==> src/rtl/fetch_pkg.sv <==
// fetch_pkg: shared types and constants for the frame fetch unit.
//   fetch_state_t : FSM state encoding (IDLE, ISSUE, WAIT, RESP, HOLD)
//   pixel_t       : 24-bit {R,G,B} pixel
//   H_ACTIVE/BAR_W: geometry of the colour-bar test pattern
//   bar_pixel()   : colour-bar pixel for a linear pixel index
package fetch_pkg;

    typedef enum logic [2:0] {IDLE, ISSUE, WAIT, RESP, HOLD} fetch_state_t;

    localparam int H_ACTIVE = 640;
    localparam int BAR_W    = 80;

    typedef logic [23:0] pixel_t;

    // Eight vertical bars; each bar index bit drives one full colour channel.
    function automatic pixel_t bar_pixel(input logic [19:0] addr);
        logic [2:0] bar;
        bar = 3'((32'(addr) % H_ACTIVE) / BAR_W);
        return {{8{bar[2]}}, {8{bar[1]}}, {8{bar[0]}}};
    endfunction

endpackage

==> src/rtl/sram_rd_pipe.sv <==
// sram_rd_pipe: tracks SRAM reads in flight with a SRAM_LAT-deep valid/tag
// shift register, so data is captured only when a read we issued returns.
// Ports:
//   clk, rst     : clock, synchronous active-high reset (drops reads in flight)
//   rd_en, rd_hi : read strobe sent to SRAM and which word it is (1 = high word)
//   rdata        : SRAM read data
//   lo_word      : last captured low word {G,B}
//   hi_byte      : R byte of the high word currently on rdata
//   hi_vld       : high word is on rdata this cycle
module sram_rd_pipe #(
    parameter int SRAM_LAT = 2
) (
    input  logic        clk,
    input  logic        rst,
    input  logic        rd_en,
    input  logic        rd_hi,
    input  logic [15:0] rdata,
    output logic [15:0] lo_word,
    output logic [7:0]  hi_byte,
    output logic        hi_vld
);

    logic [SRAM_LAT-1:0] vld_pipe_q, vld_pipe_d;
    logic [SRAM_LAT-1:0] tag_pipe_q, tag_pipe_d;
    logic [15:0]         lo_q, lo_d;
    logic                tail_vld, tail_hi;

    assign tail_vld = vld_pipe_q[SRAM_LAT-1];
    assign tail_hi  = tag_pipe_q[SRAM_LAT-1];

    always_comb begin
        vld_pipe_d[0] = rd_en;
        tag_pipe_d[0] = rd_hi;
        for (int i = 1; i < SRAM_LAT; i++) begin
            vld_pipe_d[i] = vld_pipe_q[i-1];
            tag_pipe_d[i] = tag_pipe_q[i-1];
        end
        lo_d = (tail_vld && !tail_hi) ? rdata : lo_q;
    end

    always_ff @(posedge clk) begin
        if (rst) begin
            vld_pipe_q <= '0;
            tag_pipe_q <= '0;
            lo_q       <= '0;
        end else begin
            vld_pipe_q <= vld_pipe_d;
            tag_pipe_q <= tag_pipe_d;
            lo_q       <= lo_d;
        end
    end

    assign lo_word = lo_q;
    assign hi_byte = rdata[7:0];
    assign hi_vld  = tail_vld & tail_hi;

endmodule

==> src/rtl/frame_fetch_unit.sv <==
// frame_fetch_unit: serves pixel requests from hdmi_transmitter out of a
// 16-bit SRAM frame buffer (two words per pixel: low {G,B}, high [7:0] R).
// Ports:
//   system_clk, rst          : clock, synchronous active-high reset
//   read_request/address_line: level request and pixel index (sampled in IDLE)
//   data_line/data_ready     : pixel and DR_CYCLES-long response strobe
//   frame_done               : pulse on first response cycle of the last pixel
//   sram_addr/sram_rd_en     : SRAM word address and read strobe
//   sram_rdata               : SRAM data, SRAM_LAT cycles after the strobe
//   test_mode                : only with TEST_PATTERN_EN; colour bars, no SRAM
// Build option: define TEST_PATTERN_EN to add the test_mode port and pattern.
module frame_fetch_unit
    import fetch_pkg::*;
#(
    parameter int FRAME_PIXELS = 307200,
    parameter int SRAM_LAT     = 2,
    parameter int DR_CYCLES    = 2
) (
    input  logic        system_clk,
    input  logic        rst,
    input  logic        read_request,
    input  logic [19:0] address_line,
    output pixel_t      data_line,
    output logic        data_ready,
    output logic        frame_done,
    output logic [20:0] sram_addr,
    output logic        sram_rd_en,
    input  logic [15:0] sram_rdata
`ifdef TEST_PATTERN_EN
    ,
    input  logic        test_mode
`endif
);

    fetch_state_t state_q, state_d;
    logic [19:0]  addr_q, addr_d;
    logic         hi_q, hi_d;          // ISSUE: 0 = low word strobe, 1 = high word
    logic [2:0]   dr_cnt_q, dr_cnt_d;  // cycles spent in RESP
    pixel_t       data_line_q, data_line_d;

    logic [15:0]  lo_word;
    logic [7:0]   hi_byte;
    logic         hi_vld;
    logic         in_range;

    assign in_range = 32'(address_line) < 32'(FRAME_PIXELS);

    sram_rd_pipe #(.SRAM_LAT(SRAM_LAT)) u_rd_pipe (
        .clk     (system_clk),
        .rst     (rst),
        .rd_en   (sram_rd_en),
        .rd_hi   (hi_q),
        .rdata   (sram_rdata),
        .lo_word (lo_word),
        .hi_byte (hi_byte),
        .hi_vld  (hi_vld)
    );

    always_comb begin
        state_d     = state_q;
        addr_d      = addr_q;
        hi_d        = hi_q;
        dr_cnt_d    = dr_cnt_q;
        data_line_d = data_line_q;
        case (state_q)
            IDLE: begin
                if (read_request) begin
                    addr_d   = address_line;
                    hi_d     = 1'b0;
                    dr_cnt_d = '0;
                    if (!in_range) begin
                        data_line_d = '0;
                        state_d     = RESP;
                    end
`ifdef TEST_PATTERN_EN
                    else if (test_mode) begin
                        data_line_d = bar_pixel(address_line);
                        state_d     = RESP;
                    end
`endif
                    else begin
                        state_d = ISSUE;
                    end
                end
            end
            ISSUE: begin
                hi_d = 1'b1;
                if (hi_q) state_d = WAIT;
            end
            WAIT: begin
                // Low word is already held in the pipe; high word is live on rdata.
                if (hi_vld) begin
                    data_line_d = {hi_byte, lo_word};
                    state_d     = RESP;
                end
            end
            RESP: begin
                dr_cnt_d = dr_cnt_q + 3'd1;
                if (dr_cnt_q == 3'(DR_CYCLES - 1)) state_d = HOLD;
            end
            HOLD: begin
                // A level request held across the response must not refetch.
                if (!read_request) state_d = IDLE;
            end
            default: state_d = IDLE;
        endcase
    end

    always_ff @(posedge system_clk) begin
        if (rst) begin
            state_q     <= IDLE;
            addr_q      <= '0;
            hi_q        <= 1'b0;
            dr_cnt_q    <= '0;
            data_line_q <= '0;
        end else begin
            state_q     <= state_d;
            addr_q      <= addr_d;
            hi_q        <= hi_d;
            dr_cnt_q    <= dr_cnt_d;
            data_line_q <= data_line_d;
        end
    end

    assign sram_rd_en = (state_q == ISSUE);
    assign sram_addr  = (state_q == ISSUE) ? {addr_q, hi_q} : '0;
    assign data_line  = data_line_q;
    assign data_ready = (state_q == RESP);
    assign frame_done = (state_q == RESP) && (dr_cnt_q == '0) &&
                        (addr_q == 20'(FRAME_PIXELS - 1));

endmodule

==> config.mk <==
export PLATFORM = sky130hd
export DESIGN_NAME = frame_fetch_unit
export DESIGN_NICKNAME = d
export VERILOG_FILES = /design/src/rtl/fetch_pkg.sv /design/src/rtl/sram_rd_pipe.sv /design/src/rtl/frame_fetch_unit.sv
export SDC_FILE = /design/constraint.sdc
export NUM_CORES = 1
export LEC_CHECK = 0
export CORE_MARGIN = 2
export CORE_UTILIZATION = 55
export DETAILED_ROUTE_END_ITERATION = 16
export DONT_BUFFER_PORTS = 1
export GPL_TIMING_DRIVEN = 0
export HOLD_SLACK_MARGIN = 0.03
export PLACE_DENSITY = 0.76
export SKIP_CTS_REPAIR_TIMING = 1
export SLEW_MARGIN = 25
export SYNTH_ARGS = -nofsm -noshare
export SYNTH_HDL_FRONTEND = slang
export SYNTH_HIERARCHICAL = 1
export SYNTH_SLANG_ARGS = --single-unit
export TNS_END_PERCENT = 20
==> constraint.sdc <==
create_clock -name system_clk -period 1.75 [get_ports system_clk]
set_input_delay 0.525 -clock system_clk [delete_from_list [all_inputs] [get_ports system_clk]]
set_output_delay 0.525 -clock system_clk [all_outputs]
set_load 0.01 [all_outputs]
==> flow_summary.ini, run 1 <==
[status]
outcome = finished, violations left
violations = setup timing

[logic_synthesis]
synth_area_mm2 = 0.00307
synthCells = 316
synth_top_cell_area_share_pct = 46.3
async_flop_share_pct = 0
yosys_warnings = 6
postSynthAreaPerCell_um2 = 9.71
yosysUniqueCellTypes = 43
synth_edf_count = 0
ys_seq_elements = 71
synthTopCellsByArea = dfxtp_1, a22o_1, nand4bb_1
synthFlopType = dfxtp_1
seq_area_frac_synth_pct = 46.3
synth_fp_nets = 358
synth_area_leader_cell = dfxtp_1

[worst_hold_path]
hold_class = in2reg
holdPathStages = 2

[route]
drc = 0
drt-pass1-iter-count = 4
drt-total-wl_mm = 7.09
avgRoutedWirePerCell_um = 17.0
ant_nets = 0
drt-initial-drc-count = 91
num_vias = 2358
via_per_inst = 5.67

[floorplanning]
num_rows = 27
ioPinCount = 87
die_x_um = 78.7
start_util_pct = 56.4
core_mm2 = 0.00544
die-area_mm2 = 0.00619
die_h_um = 78.7

[sta]
skew_ns = 0.0123
hold_viol = 0
whs_ns = 0.314
clock.fmax_mhz = 471
layout_setup_ws_ns = -0.372
relSlewSlack_pct = 68.1
setup_viol = 47
slew_violations = 0
rsz0062_at_grt = yes
tightest_slew_ns = 0.479
layout_min_cycle_time_ns = 2.12
period_share_pct = 121

[cells_and_area]
final_cell_area_mm2 = 0.00364
num-nets-final = 381
diodes = 0
drive_gt1_share_pct = 29.4
final_cells = 416
area_growth_pct = 18.6

[setup_path]
cp_num_cells = 5
worst_setup_path_start_kind = flip-flop
critPathBufInv = 2
criticalPathCategory = reg2out
worstPathRequired_ns = 1.22
cp.arrival_ns = 1.60
crit_family = simple AND/OR/NAND/NOR gates
worst-r2r-cell-count = 7
slowest_stage = dfxtp_2
slowest_delay_ns = 0.32
cp-end-kind = output pin
path_cells = buf_6 -> nand3b_1 -> inv_4 -> nand3_4 -> nor4_4
cp_max_fo = 7
reg2reg_slack_ns = -0.17

[cts]
path_clk_slew_ns = 0.07
clock_tree.root_cell = clkbuf_8
numCtsBuffers = 9
clock-sinks = 71
cts_buffer_depth = 2
cts_tree = yes
htree_levels = 3
insertion_delay_ns = 0.34

[placed_design]
dp_cells = 388
io_buffers = 0
gp_congestion = 0.782
place_worst_setup_slack_ns = -0.282
dp_hpwl_mm = 4.64
post_dp_cell_area_mm2 = 0.00318

[global_routing]
antenna_found_initial = 0
grt_max_degree = 13
globalRouteOverflowTotal = 0
grt_pass1_wl_mm = 11.2
grt_pass1_vias = 2273
track_usage_pct = 22.7

[power]
pwr-share-comb_pct = 25.7
switching_share_pct = 30.1
power_switching_w = 0.00137
p_clk_share_pct = 32.3
power_frac_seq_pct = 42.0
vdd_drop_max_mv = 0.791
p_per_area_mw_per_mm2 = 1250
p_int_w = 0.00317
finalPower_w = 0.00454
p_leak_nw = 1.41

[run]
maxCapViolCount = 0
Yosys cell counts, types with 2 or more instances:
| cell type | number |
|---|---|
| dfxtp_1 | 71 |
| ha_1 | 3 |
| buf_4 | 9 |
| buf_6 | 3 |
| nand3_1 | 2 |
| o21ai_1 | 8 |
| nor4_2 | 2 |
| a21oi_1 | 25 |
| nor2_1 | 4 |
| nor3_1 | 6 |
| nand2_1 | 42 |
| clkbuf_1 | 9 |
| buf_2 | 8 |
| a22o_1 | 24 |
| nor4bb_1 | 3 |
| inv_1 | 5 |
| nand2b_1 | 17 |
| o21ai_2 | 10 |
| and2_1 | 22 |
| nand4bb_1 | 16 |
| nor2b_1 | 5 |
area by class of cell:
type                            instances  area, um^2
Clock inverter                          6        83.8
Clock buffer                           10         138
Timing Repair Buffer                   12        97.6
Inverter                                6        25.0
Sequential cell                        71        1430
Tap cell                               72        90.1
Multi-Input combinational cell        209        1550
Fill cell                             447        1800
Buffer                                 30         223
flip-flops by register name (all words and copies together), names as in the netlist:
register	count
addr_q	20
data_line	24
dr_cnt_q	3
hi_q	1
state_q	3
u_rd_pipe/lo_word	16
u_rd_pipe/tag_pipe_q	2
u_rd_pipe/vld_pipe_q	2
metrics by stage:
step                      utilization, %  TNS [ns]
final                               66.9     -8.12
after global routing                66.9    -12.00
after CTS                           62.5    -18.91
after detailed placement            58.4     -9.91
after global placement              58.4     -8.58
after floorplan                        -         0
kinds of logic after synthesis:
| group | count (synthesis) | share of synthesized area [%] |
|---|---|---|
| and+or+nand+nor | 131 | 27.5 |
| DFF | 71 | 46.3 |
| xor gates and xnor gates | 1 | 0.285 |
| AOI/OAI and AO/OA | 73 | 17.4 |
| adders and majority gates | 3 | 1.22 |
| muxes | 1 | 0.326 |
| buffers and inverters | 36 | 6.93 |
routing by layer:
metal	share of wire, %	track usage, %	vias up	wire [um]
met5	0	0	-	0
met4	1.3	7.37	0	95
met3	6.0	7.27	11	428
met2	50	39.0	72	3560
met1	42	26.8	1129	3010
li1	-	-	1146	-
worst register-to-register path: stages (launching register included):
cell,delay (ns)
dfxtp_2,0.41
clkbuf_4,0.22
and2_2,0.20
nand2_4,0.08
a2111oi_4,0.37
a21oi_2,0.18
buf_6,0.18
a22o_1,0.18
cells in the final DEF (no fill, tap or decap), drive strengths merged, types with 2 or more instances in the layout:
cell type,Yosys,routed
dfxtp,71,71
nand2,43,43
buf,21,33
a21oi,26,26
a22o,24,24
and2,22,22
clkbuf,9,19
o21ai,18,18
nand2b,17,17
nand4bb,16,16
nor3,7,7
inv,6,6
nor2b,5,5
nor2,4,4
clkinv,0,4
ha,3,3
nor4,3,3
nor4bb,3,3
bufinv,0,2
nand3,2,2
nor4b,2,2
worst paths after layout:
check | endpoint | startpoint
hold / removal | addr_q[4] | address_line[4]
hold reg to reg | u_rd_pipe/vld_pipe_q[1] | u_rd_pipe/vld_pipe_q[0]
setup reg to reg | data_line[4] | u_rd_pipe/tag_pipe_q[1]
setup / recovery | frame_done | state_q[2]
power groups by stage:
stage | combinational [W] | clock, W | sequential, W
global placement | 0.000852 | 0 | 0.00192
floorplan | 0.000717 | 0 | 0.00189
detailed placement | 0.000878 | 0 | 0.00192
CTS | 0.000885 | 0.00148 | 0.00189
global route | 0.00127 | 0.00156 | 0.00193
finish | 0.00117 | 0.00146 | 0.00191
No activity file was read; power rests on OpenSTA's default activity.
==> inputs of run 2 (changes only) <==
- CORE_MARGIN: 2 -> not set
==> run 2 against run 1 <==
- sequential share of layout area is 0.096 points higher
- wire length down 2.6%
- combinational power hardly changed
- the flow still finishes with violations (setup timing)
- highest routed layer unchanged
- total power down 0.24%
- clock power is essentially flat
- critical path type unchanged
- critical path depth unchanged
- count of clock-buffer cells in the layout increased by 1
- clock skew is 0.0060 ns lower
==> flow_summary.ini, run 2 (same netlist as run 1, synthesis figures left out) <==
[floorplanning]
num_rows = 26
start_util_pct = 58.6
die_h_um = 76.7
die_x_um = 76.7
ioPinCount = 87
core_mm2 = 0.00524
die-area_mm2 = 0.00588

[route]
num_vias = 2357
via_per_inst = 5.69
avgRoutedWirePerCell_um = 16.7
drt-total-wl_mm = 6.90
drt-initial-drc-count = 95
ant_nets = 0
drc = 0
drt-pass1-iter-count = 4

[cells_and_area]
diodes = 0
num-nets-final = 381
final_cell_mix = dfxtp_1, nand2_1, a21oi_1
layout_commonest_cell = dfxtp_1
seq_area_mm2 = 0.00144
multi_input_area_mm2 = 0.00155
largest_reg_flops = 24
num-fill-cells = 404
area_growth_pct = 18.5
final_core_util_pct = 69.4
drive_gt1_share_pct = 28.2

[setup_path]
worst-r2r-cell-count = 7
worstPathRequired_ns = 1.22
cp.arrival_ns = 1.59
worst_setup_path_start_kind = flip-flop
reg2reg_slack_ns = -0.12
criticalPathCategory = reg2out
cp_max_fo = 7
cp-end-kind = output pin

[global_routing]
globalRouteOverflowTotal = 0
grt_pass1_vias = 2252
track_usage_pct = 23.0
grt_max_degree = 13
grt_pass1_wl_mm = 10.8
antenna_found_initial = 0

[sta]
skew_ns = 0.00639
period_share_pct = 121
clock.fmax_mhz = 472
setup_viol = 43
tightest_slew_ns = 0.493
hold_viol = 0
layout_min_cycle_time_ns = 2.12
slew_violations = 0
rsz0062_at_grt = yes
relSlewSlack_pct = 67.1
layout_setup_ws_ns = -0.370

[power]
finalPower_w = 0.00453
vdd_drop_max_mv = 0.651
p_leak_nw = 1.40
p_per_area_mw_per_mm2 = 1240

[worst_hold_path]
holdPathStages = 2
hold_class = in2reg

[cts]
htree_levels = 3
clock_tree.root_cell = clkbuf_8
numCtsBuffers = 9
insertion_delay_ns = 0.34
cts_tree = yes
cts_buffer_depth = 2
path_clk_slew_ns = 0.07
clock-sinks = 71

[status]
outcome = finished, violations left
violations = setup timing

[placed_design]
io_buffers = 0
gp_congestion = 0.756
dp_hpwl_mm = 4.49
place_worst_setup_slack_ns = -0.291

[run]
maxCapViolCount = 0
## run 2: critical path, cell delays in order, from the launching register on
cell and delay, ns:
dfxtp_2 0.33, buf_6 0.13, nand3b_1 0.25, inv_4 0.16, nand3_4 0.10, nor4_4 0.30
## run 2: path summary, 6_finish.rpt
| path | from | to |
|---|---|---|
| worst max-delay path | state_q[2] | frame_done |
| worst min-delay path | address_line[5] | addr_q[5] |
| worst max register to register | u_rd_pipe/vld_pipe_q[1] | data_line[6] |
| worst min register to register | u_rd_pipe/vld_pipe_q[0] | u_rd_pipe/vld_pipe_q[1] |
## run 2: where the power goes
group	internal [W]	switching (W)	leakage, nW
Sequential	0.00178	0.000125	0.579
Clock	0.000842	0.000604	0.110
Combinational	0.000560	0.000615	0.710
Total	0.00318	0.00134	1.40
## run 2: area by class of cell
class                   count  area share (%)
plain buffers              30            6.12
clock buffers              11            3.89
flip-flops and latches     71            39.5
multi-input cells         209            42.5
clock inverters             5            2.24
well taps                  70            2.41
inverters                   6           0.688
repair buffers             12            2.68
## run 2: per-stage QoR
stage / hold WS, ns / TNS [ns] / cell area, um^2 / std cells
3_5_place_dp: 0.424 / -10.08 / 3180 / 386
6_report: 0.316 / -6.68 / 3640 / 414
4_1_cts: 0.305 / -19.06 / 3400 / 402
5_1_grt: 0.310 / -10.62 / 3640 / 414
3_3_place_gp: 0.423 / -8.87 / 3180 / 386
2_1_floorplan: 0.414 / 0 / 3090 / 316
## run 2: metal layers
layer / up-vias / share of wire, % / track usage, %
met1: 1126 / 42 / 27.5
li1: 1149 / - / -
met4: 0 / 1.7 / 9.23
met5: - / 0 / 0
met3: 13 / 4.9 / 7.14
met2: 69 / 51 / 38.3
